==> src/rtl/mem_align_unit_pkg.sv <==
// Shared constants for the memory alignment unit: ALU access codes, FSM state
// encoding, access-size decode helpers.
package mem_align_unit_pkg;

    localparam int ALU_W = 6;

    localparam logic [ALU_W-1:0] ALU_LB  = 6'h10;
    localparam logic [ALU_W-1:0] ALU_LH  = 6'h11;
    localparam logic [ALU_W-1:0] ALU_LW  = 6'h12;
    localparam logic [ALU_W-1:0] ALU_LBU = 6'h13;
    localparam logic [ALU_W-1:0] ALU_LHU = 6'h14;
    localparam logic [ALU_W-1:0] ALU_SB  = 6'h18;
    localparam logic [ALU_W-1:0] ALU_SH  = 6'h19;
    localparam logic [ALU_W-1:0] ALU_SW  = 6'h1A;

    typedef enum logic [1:0] {
        IDLE = 2'd0,
        ACC0 = 2'd1,
        ACC1 = 2'd2,
        DONE = 2'd3
    } state_e;

    typedef enum logic [1:0] {
        SZ_B = 2'd0,
        SZ_H = 2'd1,
        SZ_W = 2'd2
    } size_e;

    typedef struct packed {
        logic  legal;
        logic  load;
        size_e size;
        logic  sign;
    } acc_t;

    // legal is cleared when the code does not match the single asserted access kind
    function automatic acc_t decode_acc(input logic is_load, input logic is_store,
                                        input logic [ALU_W-1:0] code);
        acc_t d;
        logic ld_ok;
        logic st_ok;
        ld_ok = is_load & ~is_store;
        st_ok = is_store & ~is_load;
        d = '{1'b0, 1'b0, SZ_B, 1'b0};
        case (code)
            ALU_LB:  d = '{ld_ok, 1'b1, SZ_B, 1'b1};
            ALU_LBU: d = '{ld_ok, 1'b1, SZ_B, 1'b0};
            ALU_LH:  d = '{ld_ok, 1'b1, SZ_H, 1'b1};
            ALU_LHU: d = '{ld_ok, 1'b1, SZ_H, 1'b0};
            ALU_LW:  d = '{ld_ok, 1'b1, SZ_W, 1'b1};
            ALU_SB:  d = '{st_ok, 1'b0, SZ_B, 1'b0};
            ALU_SH:  d = '{st_ok, 1'b0, SZ_H, 1'b0};
            ALU_SW:  d = '{st_ok, 1'b0, SZ_W, 1'b0};
            default: d.legal = 1'b0;
        endcase
        return d;
    endfunction

    function automatic int size_bytes(input size_e s);
        case (s)
            SZ_B:    return 1;
            SZ_H:    return 2;
            default: return 4;
        endcase
    endfunction

    function automatic logic [3:0] size_mask(input size_e s);
        case (s)
            SZ_B:    return 4'b0001;
            SZ_H:    return 4'b0011;
            default: return 4'b1111;
        endcase
    endfunction

endpackage

==> src/rtl/mem_align_unit_if.sv <==
// Request, word-indexed memory and response signals of the alignment unit.
// master = requester + memory model side, slave = mem_align_unit.
interface mem_align_unit_if import mem_align_unit_pkg::*; #(
    parameter int DATA_W = 32,
    parameter int ADDR_W = 32
);
    localparam int BYTES = DATA_W / 8;
    localparam int IDX_W = ADDR_W - $clog2(BYTES);

    logic              req_valid;
    logic              req_ready;
    logic              is_load;
    logic              is_store;
    logic [ALU_W-1:0]  alucode;
    logic [ADDR_W-1:0] req_addr;
    logic [DATA_W-1:0] req_wdata;

    logic              mem_en;
    logic [IDX_W-1:0]  mem_addr;
    logic [BYTES-1:0]  mem_we;
    logic [DATA_W-1:0] mem_wdata;
    logic [DATA_W-1:0] mem_rdata;

    logic              resp_valid;
    logic              resp_err;
    logic [DATA_W-1:0] resp_rdata;

    modport master (
        output req_valid, is_load, is_store, alucode, req_addr, req_wdata, mem_rdata,
        input  req_ready, mem_en, mem_addr, mem_we, mem_wdata,
        input  resp_valid, resp_err, resp_rdata
    );

    modport slave (
        input  req_valid, is_load, is_store, alucode, req_addr, req_wdata, mem_rdata,
        output req_ready, mem_en, mem_addr, mem_we, mem_wdata,
        output resp_valid, resp_err, resp_rdata
    );

endinterface

==> src/rtl/mem_align_unit_lane.sv <==
// Merges up to two memory words, extracts the addressed byte/half/word lane
// and sign- or zero-extends it to DATA_W.
module mem_lane_extract import mem_align_unit_pkg::*; #(
    parameter int DATA_W = 32
) (
    input  logic [DATA_W-1:0]               word0,
    input  logic [DATA_W-1:0]               word1,
    input  logic [$clog2(DATA_W/8)-1:0]     offset,
    input  size_e                           size,
    input  logic                            sign_ext,
    output logic [DATA_W-1:0]               data_out
);

    logic [31:0] low;

    // word1 supplies the upper bytes of an access that crosses the word boundary
    assign low = 32'({word1, word0} >> {offset, 3'b000});

    always_comb begin
        data_out = '0;
        case (size)
            SZ_B: begin
                data_out = DATA_W'(low[7:0]);
                if (sign_ext && low[7]) data_out = data_out | ~DATA_W'(8'hFF);
            end
            SZ_H: begin
                data_out = DATA_W'(low[15:0]);
                if (sign_ext && low[15]) data_out = data_out | ~DATA_W'(16'hFFFF);
            end
            SZ_W: begin
                data_out = DATA_W'(low);
                if (sign_ext && low[31]) data_out = data_out | ~DATA_W'(32'hFFFF_FFFF);
            end
            default: data_out = '0;
        endcase
    end

endmodule

==> src/rtl/mem_align_unit.sv <==
// Byte-addressed load/store alignment onto a word-indexed memory port.
// Define MISALIGN_SPLIT_EN to split misaligned accesses into two beats; otherwise they error.
module mem_align_unit import mem_align_unit_pkg::*; #(
    parameter int DATA_W = 32,
    parameter int ADDR_W = 32
) (
    input  logic          clk,
    input  logic          rst,
    mem_align_unit_if.slave bus
);
    // state | meaning
    // IDLE  | ready, waiting for a request
    // ACC0  | beat-0 memory access (or no access for an error)
    // ACC1  | beat-1 access of a split op, beat-0 read data captured
    // DONE  | one-cycle response

    localparam int BYTES = DATA_W / 8;
    localparam int OFF_W = $clog2(BYTES);
    localparam int IDX_W = ADDR_W - OFF_W;
    localparam int WE_W  = 2 * BYTES;

    state_e            state_q, state_d;
    logic              ready_q, ready_d;
    logic              load_q, load_d;
    size_e             size_q, size_d;
    logic              sign_q, sign_d;
    logic              err_q, err_d;
    logic              split_q, split_d;
    logic [OFF_W-1:0]  off_q, off_d;
    logic [BYTES-1:0]  we_hi_q, we_hi_d;
    logic [DATA_W-1:0] wd_hi_q, wd_hi_d;
    logic [DATA_W-1:0] hold_q, hold_d;
    logic              mem_en_q, mem_en_d;
    logic [IDX_W-1:0]  mem_addr_q, mem_addr_d;
    logic [BYTES-1:0]  mem_we_q, mem_we_d;
    logic [DATA_W-1:0] mem_wdata_q, mem_wdata_d;
    logic              resp_valid_q, resp_valid_d;
    logic              resp_err_q, resp_err_d;

    acc_t                req_dec;
    logic [OFF_W-1:0]    req_off;
    logic                req_mis;
    logic                req_err;
    logic                req_split;
    logic [WE_W-1:0]     req_we_wide;
    logic [2*DATA_W-1:0] req_wd_wide;
    logic [DATA_W-1:0]   ext_word0, ext_word1, ext_data;

    assign req_dec     = decode_acc(bus.is_load, bus.is_store, bus.alucode);
    assign req_off     = bus.req_addr[OFF_W-1:0];
    assign req_mis     = (int'(req_off) + size_bytes(req_dec.size)) > BYTES;
    assign req_we_wide = WE_W'(size_mask(req_dec.size)) << req_off;
    assign req_wd_wide = (2*DATA_W)'(bus.req_wdata) << {req_off, 3'b000};

`ifdef MISALIGN_SPLIT_EN
    assign req_err   = !req_dec.legal;
    assign req_split = req_dec.legal && req_mis;
`else
    assign req_err   = !req_dec.legal || req_mis;
    assign req_split = 1'b0;
`endif

    always_comb begin
        state_d      = state_q;
        load_d       = load_q;
        size_d       = size_q;
        sign_d       = sign_q;
        err_d        = err_q;
        split_d      = split_q;
        off_d        = off_q;
        we_hi_d      = we_hi_q;
        wd_hi_d      = wd_hi_q;
        hold_d       = hold_q;
        mem_en_d     = 1'b0;
        mem_addr_d   = mem_addr_q;
        mem_we_d     = '0;
        mem_wdata_d  = '0;
        resp_valid_d = 1'b0;
        resp_err_d   = 1'b0;

        // memory-port outputs are registered, so they are set on entry to the state that shows them
        unique case (state_q)
            IDLE: begin
                if (bus.req_valid && ready_q) begin
                    state_d    = ACC0;
                    load_d     = req_dec.load;
                    size_d     = req_dec.size;
                    sign_d     = req_dec.sign;
                    err_d      = req_err;
                    split_d    = req_split;
                    off_d      = req_off;
                    we_hi_d    = req_we_wide[WE_W-1:BYTES];
                    wd_hi_d    = req_wd_wide[2*DATA_W-1:DATA_W];
                    mem_addr_d = bus.req_addr[ADDR_W-1:OFF_W];
                    if (!req_err) begin
                        mem_en_d = 1'b1;
                        if (!req_dec.load) begin
                            mem_we_d    = req_we_wide[BYTES-1:0];
                            mem_wdata_d = req_wd_wide[DATA_W-1:0];
                        end
                    end
                end
            end
            ACC0: begin
                if (split_q) begin
                    state_d    = ACC1;
                    mem_en_d   = 1'b1;
                    mem_addr_d = mem_addr_q + IDX_W'(1);
                    if (!load_q) begin
                        mem_we_d    = we_hi_q;
                        mem_wdata_d = wd_hi_q;
                    end
                end else begin
                    state_d      = DONE;
                    resp_valid_d = 1'b1;
                    resp_err_d   = err_q;
                end
            end
            ACC1: begin
                hold_d       = bus.mem_rdata;
                state_d      = DONE;
                resp_valid_d = 1'b1;
            end
            DONE: state_d = IDLE;
            default: state_d = IDLE;
        endcase

        ready_d = (state_d == IDLE);
    end

    always_ff @(posedge clk) begin
        if (rst) begin
            state_q      <= IDLE;
            ready_q      <= 1'b1;
            load_q       <= 1'b0;
            size_q       <= SZ_B;
            sign_q       <= 1'b0;
            err_q        <= 1'b0;
            split_q      <= 1'b0;
            off_q        <= '0;
            we_hi_q      <= '0;
            wd_hi_q      <= '0;
            hold_q       <= '0;
            mem_en_q     <= 1'b0;
            mem_addr_q   <= '0;
            mem_we_q     <= '0;
            mem_wdata_q  <= '0;
            resp_valid_q <= 1'b0;
            resp_err_q   <= 1'b0;
        end else begin
            state_q      <= state_d;
            ready_q      <= ready_d;
            load_q       <= load_d;
            size_q       <= size_d;
            sign_q       <= sign_d;
            err_q        <= err_d;
            split_q      <= split_d;
            off_q        <= off_d;
            we_hi_q      <= we_hi_d;
            wd_hi_q      <= wd_hi_d;
            hold_q       <= hold_d;
            mem_en_q     <= mem_en_d;
            mem_addr_q   <= mem_addr_d;
            mem_we_q     <= mem_we_d;
            mem_wdata_q  <= mem_wdata_d;
            resp_valid_q <= resp_valid_d;
            resp_err_q   <= resp_err_d;
        end
    end

    // the memory samples en/we at the same edge that applies reset, so gate them with rst
    assign bus.mem_en     = mem_en_q & ~rst;
    assign bus.mem_we     = rst ? '0 : mem_we_q;
    assign bus.mem_addr   = mem_addr_q;
    assign bus.mem_wdata  = mem_wdata_q;
    assign bus.req_ready  = ready_q;
    assign bus.resp_valid = resp_valid_q;
    assign bus.resp_err   = resp_err_q;

    // read data arrives in the DONE cycle itself, so the load result is not registered
    assign ext_word0 = split_q ? hold_q : bus.mem_rdata;
    assign ext_word1 = split_q ? bus.mem_rdata : '0;

    mem_lane_extract #(.DATA_W(DATA_W)) u_lane_extract (
        .word0    (ext_word0),
        .word1    (ext_word1),
        .offset   (off_q),
        .size     (size_q),
        .sign_ext (sign_q),
        .data_out (ext_data)
    );

    assign bus.resp_rdata = (state_q == DONE && load_q && !err_q) ? ext_data : '0;

endmodule
==> src/flat_wrapper.sv <==
// flat-port wrapper written by rule: the top's interface ports become plain ports
module mem_align_unit_flat import mem_align_unit_pkg::*;
#(
    parameter int DATA_W = 32,
    parameter int ADDR_W = 32
)
  (clk, rst, bus_req_valid, bus_is_load, bus_is_store, bus_alucode, bus_req_addr, bus_req_wdata, bus_mem_rdata, bus_req_ready, bus_mem_en, bus_mem_addr, bus_mem_we, bus_mem_wdata, bus_resp_valid, bus_resp_err, bus_resp_rdata);
  mem_align_unit_if #(.DATA_W(DATA_W), .ADDR_W(ADDR_W)) bus_i ();
  input  logic clk;
  input  logic rst;
  input wire logic [$bits(bus_i.req_valid)-1:0] bus_req_valid;
  input wire logic [$bits(bus_i.is_load)-1:0] bus_is_load;
  input wire logic [$bits(bus_i.is_store)-1:0] bus_is_store;
  input wire logic [$bits(bus_i.alucode)-1:0] bus_alucode;
  input wire logic [$bits(bus_i.req_addr)-1:0] bus_req_addr;
  input wire logic [$bits(bus_i.req_wdata)-1:0] bus_req_wdata;
  input wire logic [$bits(bus_i.mem_rdata)-1:0] bus_mem_rdata;
  output wire logic [$bits(bus_i.req_ready)-1:0] bus_req_ready;
  output wire logic [$bits(bus_i.mem_en)-1:0] bus_mem_en;
  output wire logic [$bits(bus_i.mem_addr)-1:0] bus_mem_addr;
  output wire logic [$bits(bus_i.mem_we)-1:0] bus_mem_we;
  output wire logic [$bits(bus_i.mem_wdata)-1:0] bus_mem_wdata;
  output wire logic [$bits(bus_i.resp_valid)-1:0] bus_resp_valid;
  output wire logic [$bits(bus_i.resp_err)-1:0] bus_resp_err;
  output wire logic [$bits(bus_i.resp_rdata)-1:0] bus_resp_rdata;
  assign bus_i.req_valid = bus_req_valid;
  assign bus_i.is_load = bus_is_load;
  assign bus_i.is_store = bus_is_store;
  assign bus_i.alucode = bus_alucode;
  assign bus_i.req_addr = bus_req_addr;
  assign bus_i.req_wdata = bus_req_wdata;
  assign bus_i.mem_rdata = bus_mem_rdata;
  assign bus_req_ready = bus_i.req_ready;
  assign bus_mem_en = bus_i.mem_en;
  assign bus_mem_addr = bus_i.mem_addr;
  assign bus_mem_we = bus_i.mem_we;
  assign bus_mem_wdata = bus_i.mem_wdata;
  assign bus_resp_valid = bus_i.resp_valid;
  assign bus_resp_err = bus_i.resp_err;
  assign bus_resp_rdata = bus_i.resp_rdata;
  mem_align_unit #(.DATA_W(DATA_W), .ADDR_W(ADDR_W)) u_core (.clk(clk), .rst(rst), .bus(bus_i));
endmodule
==> config.mk <==
export PLATFORM = sky130hd
export DESIGN_NAME = mem_align_unit_flat
export DESIGN_NICKNAME = d
export VERILOG_FILES = /design/src/rtl/mem_align_unit_pkg.sv /design/src/rtl/mem_align_unit_if.sv /design/src/rtl/mem_align_unit_lane.sv /design/src/rtl/mem_align_unit.sv /design/src/flat_wrapper.sv
export SDC_FILE = /design/constraint.sdc
export NUM_CORES = 1
export LEC_CHECK = 0
export ABC_CLOCK_PERIOD_IN_PS = 3750
export CORE_MARGIN = 3
export CORE_UTILIZATION = 40
export DETAILED_ROUTE_END_ITERATION = 8
export PLACE_DENSITY = 0.9
export SLEW_MARGIN = 10
export SYNTH_ARGS = -nofsm -noshare
export SYNTH_HDL_FRONTEND = slang
export SYNTH_HIERARCHICAL = 1
export SYNTH_SLANG_ARGS = --single-unit
==> constraint.sdc <==
create_clock -name clk -period 3.75 [get_ports clk]
set_clock_uncertainty 0.05 [all_clocks]
set_input_delay 0.75 -clock clk [delete_from_list [all_inputs] [get_ports clk]]
set_output_delay 0.75 -clock clk [all_outputs]
set_load 0.1 [all_outputs]
; ---- Word level (Yosys, flattened, before mapping)
; Index checks and enable logic that the tools add are counted.
[totals]
wordCells = 78
output_inout_bits = 102
reg_bits = 79
in_bits = 107
[classes]
n_eq_ne = 15
reduce_logical = 21
add_sub_neg = 1
n_shift = 3
n_lt_le_gt_ge = 1
bitwise_logic = 9
muxes = 15
[op_table]
columns = cell, n
row1 = 32-bit two-way mux, 3
row2 = 32-bit case mux with 3 select lines, 1
row3 = 30-bit two-way mux, 2
row4 = "6-bit by 5-bit equality test with 1-bit output, second input constant", 8
row5 = "32-bit by 4-bit > comparator with 1-bit output, second input constant", 1
row6 = 32-bit by 5-bit << shifter with 32-bit output, 1
row7 = 32-bit by 5-bit >> shifter with 32-bit output, 1
row8 = 4-bit case mux with 7 select lines, 1
row9 = 5-bit OR reduction, 2
row10 = 2-bit logical NOT, 4
row11 = 4-bit case mux with 2 select lines, 1
row12 = "2-bit by 1-bit equality test with 1-bit output, second input constant", 3
row13 = "2-bit equality test, second input constant", 3
row14 = 1-bit NOT, 6
row15 = 2-bit case mux with 3 select lines, 1
row16 = 3-bit case mux with 2 select lines, 1
row17 = 3-bit OR reduction, 2
row18 = 1-bit logical AND, 5
row19 = 2-bit by 3-bit adder with 4-bit output, 1
row20 = 4-bit two-way mux, 1
row21 = 2-bit OR reduction, 2
row22 = 4-bit by 2-bit << shifter with 4-bit output, 1
row23 = 1-bit bitwise AND, 3
row24 = 3-bit AND reduction, 1
row25 = other kinds (8), 10

; ---- Logic depth before layout (Yosys ltp)
[logic_depth]
word_depth = 8
mapped_depth = 11
ltp_nobuf = 9

; ---- By module
; Netlist, hierarchy kept.
[by_module_without_submodules]
columns = mod, area_each_um2, cells_per_inst, n_inst, seq_area_each_um2
row1 = mem_align_unit, 3692.3, 398, 1, 1561.5
row2 = mem_lane_extract, 1356.3, 117, 1, 0.0

; ---- Least setup slack after synthesis
; Ideal clock, no wire load.
[synth_timing]
path_kind = input to register
startpoint = input bus_alucode[0]
endpoint = register u_core.mem_wdata_q[30], in the netlist u_core/bus.mem_wdata[30]
n_path_buf = 2
t_arrival_ns = 3.531
path_slack_ns = 0.070
required_time_ns = 3.600
path_stages = 11
setup_ns = 0.100
cell_sequence = or3b_1 -> a211oi_1 -> nor2_1 -> ha_1 -> fa_1 -> nor2b_1 -> o41ai_1 -> a211o_1 -> buf_4 -> buf_4 -> a2111oi_4
[synth_between]
elab_chain_len = 8
word_cells_on_any_way = 20
cone_classes = add/sub (1) / order compare (1) / eq/ne (9) / mux (3) / reduce/logical (6)
[synth_lines]
columns = element, line
row1 = "start, declared", flat_wrapper.sv:14  ; input wire logic [$bits(bus_i.alucode)-1:0] bus_alucode;
row2 = 6-bit by 5-bit equality test with 1-bit output, mem_align_unit_pkg.sv:45  ; case (code)
row3 = 4-bit case mux with 7 select lines, mem_align_unit_pkg.sv:45
row4 = 2-bit by 1-bit equality test with 1-bit output or 2-bit logical NOT (tied branches), mem_align_unit_pkg.sv:60  ; case (s)
row5 = 3-bit case mux with 2 select lines, mem_align_unit_pkg.sv:60
row6 = 2-bit by 3-bit adder with 4-bit output, mem_align_unit.sv:51  ; assign req_mis = (int'(req_off) + size_bytes(req_dec.size)) > BYTES;
row7 = 32-bit by 4-bit > comparator with 1-bit output, mem_align_unit.sv:51
row8 = 1-bit logical OR, mem_align_unit.sv:59  ; assign req_err = !req_dec.legal || req_mis;
row9 = 5-bit OR reduction (no source line) (*), --
row10 = "end signal, assigned", mem_align_unit.sv:165  ; mem_wdata_q <= mem_wdata_d;
row11 = "end, declared", mem_align_unit.sv:36  ; logic [DATA_W-1:0] mem_wdata_q, mem_wdata_d;
; Mark *: on every way between the ends. The rest lies on a longest branch, timed or not.
; A chain may end at the register's enable or synchronous reset.

; ---- Final worst setup path
[layout_timing]
startpoint = input bus_alucode[2]
endpoint = register u_core.mem_wdata_q[28], in the netlist u_core/bus.mem_wdata[28]
; Same word-level chain as after synthesis.

==> impl_metrics.tcl <==
set metrics [dict create \
    synth_ff_type "dfxtp_1" \
    avgRoutedWirePerCell_um 16.0 \
    grt_start_max_net_pins 38 \
    io_pins 209 \
    wl_um 15000 \
    die_width_um 118 \
    finalSetupViolCount 0 \
    antenna_found_initial 0 \
    whs_path_depth 2 \
    drive_gt1_frac 0.199 \
    die_h_um 118 \
    grt_overflow 0 \
    cts_root_buf "clkbuf_16" \
    cp-end-kind "flop" \
    ys_warn_count 6 \
    syn_area_per_cell_um2 9.80 \
    layout_worst_path_cycle_share 0.970 \
    min_path_type "flop to flop" \
    syn_inst 515 \
    crit_required_ns 3.92 \
    power_mw 3.66 \
    firstDrtPassIters 5 \
    clock_tree.buffer_depth 2 \
    grt_pass1_vias 4643 \
    async_flop_share 0 \
    fin_util 0.674 \
    drt_iter0_drc 361 \
    worstSetupPathType "primary input to flop" \
    worst_slew_pin_slew_ns 1.13 \
    finalHoldViolCount 0 \
    period_minus_slack_ns 3.64 \
    cts.sinks 78 \
    grt_util_all_layers 0.208 \
    ys_types 54 \
    row_count 40 \
    cts_tree "yes" \
    cts_made_buffers 9 \
    antenna_cells 0 \
    cap_violations 0 \
    grt_pass1_wl_um 23600 \
    syn_area_mm2 0.00505 \
    synth.yosys.seq_area_share 0.309 \
    hold_buffers 0 \
    status "finished, final reports clean" \
    nNetsFinal 876 \
    final_common_cell "clkdlybuf4s50_1" \
    fmax_mhz 275 \
    p_leak_nw 2.98 \
    vdd_ir_drop_max_mv 0.539 \
    p_per_area_mw_per_mm2 446 \
    yosys_register_bits 78 \
    max_slew_margin 0.248 \
    max_stage_delay_ns 0.48 \
    clkTransAtPathRegs_ns 0.06 \
    hpwl_um 11400 \
    worst_ep_arrival_time_ns 3.81 \
    holdWs_ns 0.404 \
    dieArea_mm2 0.0140 \
    area_growth_pct 62.4 \
    core_area_mm2 0.0122 \
    place.port_buffers 208 \
    crit_fanout 19 \
    start_kind "primary input" \
    reg2regPathDepth 6 \
    slew_violations 0 \
    worstSkewPairLatency_ns 0.32 \
    layout_common_cells "169 x clkdlybuf4s50_1, 104 x nand2_1, 77 x dfxtp_1" \
    synth-edff-count 0 \
    routabilityCongestion 0.823 \
    vias 4766 \
    start_util 0.415 \
    htree_levels 3 \
    viasPerCell 5.10 \
    cp_slowest_cell "fa_1" \
    crit_chain "clkdlybuf4s50_1, or3b_1, a211oi_2, nor2_1, ha_1, fa_1, nor2b_2, nor2b_1, a211o_2, buf_12, a2111oi_2" \
    drc 0 \
    antenna_left 0 \
]
==> synthesized netlist by cell type, types with 16 or more instances <==
master,number,area [µm²]
clkbuf_1,20,75.1
mux2i_1,18,180
and2_1,33,206
a21oi_1,54,270
nand2_1,104,390
nor3_2,17,170
dfxtp_1,78,1560
nor2_1,17,63.8
a31oi_1,16,100
mux4_1,16,420
mux4_2,16,360
nor2b_1,25,156
==> area by class of cell <==
class	count	area, µm²
Clock buffer	11	243
Fill cell	905	3970
Multi-Input combinational cell	435	3380
Timing Repair Buffer	235	2710
Inverter	3	11.3
Tap cell	168	210
Sequential cell	78	1560
Clock inverter	5	81.3
==> flip-flops by register name, summed over array words and instances (netlist names) <==
register	flops
u_core/err_q	1
u_core/state_q	2
u_core/bus.req_ready	1
u_core/bus.mem_wdata	32
u_core/bus.mem_addr	30
u_core/off_q	2
u_core/bus.resp_err	1
u_core/load_q	1
u_core/size_q	2
u_core/sign_q	1
u_core/mem_we_q	4
u_core/mem_en_q	1
==> final timing paths <==
path / slack (ns) / endpoint / from
min: 0.40 / u_core/bus.mem_addr[19] / u_core/bus.mem_addr[19]
min reg2reg: 0.40 / u_core/bus.mem_addr[19] / u_core/bus.mem_addr[19]
max reg2reg: 1.47 / u_core/bus.mem_addr[29] / u_core/state_q[0]
max: 0.11 / u_core/bus.mem_wdata[28] / bus_alucode[2]
==> critical path: cells and delay by family <==
| kind | cells | cell delay (ns) |
|---|---|---|
| buf+inv | 2 | 0.67 |
| simple gates | 4 | 0.74 |
| fa+ha+maj | 2 | 0.71 |
| compound gates | 3 | 0.94 |
==> power breakdown <==
part           total [mW]  internal (mW)  switching, mW
logic                1.72          0.592           1.13
clock network       0.928          0.602          0.326
registers            1.01          0.930         0.0762
==> cells by family after synthesis <==
family                   share of synthesized area
AND/OR/NAND/NOR                              0.271
other                                     0.000743
buffers and inverters                       0.0610
multiplexers                                 0.198
adder cells (fa/ha/maj)                     0.0188
flip-flops                                   0.309
AO/OA/AOI/OAI                                0.141
==> repair_timing <==
action | 4_1_cts | 5_1_grt
buffers inserted | 0 | 1
endpoints found under the setup margin | 0 | 28
resized for setup | 0 | 4
==> through the flow <==
step	area, µm²	setup TNS, ns	worst slack [ns]	cells
finish	8200	0	0.111	935
global route	8200	-0.00460	-0.00460	935
CTS	8170	0	0.0231	934
detailed placement	7850	-6.19	-0.283	918
global placement	7850	-2.50	-0.145	918
floorplan	5230	0	0.0699	563
==> metal layers <==
layer | share of wire | vias up | GRT usage
li1 | - | 2307 | -
met1 | 0.39 | 2265 | 0.236
met2 | 0.51 | 169 | 0.372
met3 | 0.073 | 25 | 0.0560
met4 | 0.026 | 0 | 0.0791
met5 | 0 | - | 0
(Power assumes the default switching activity.)
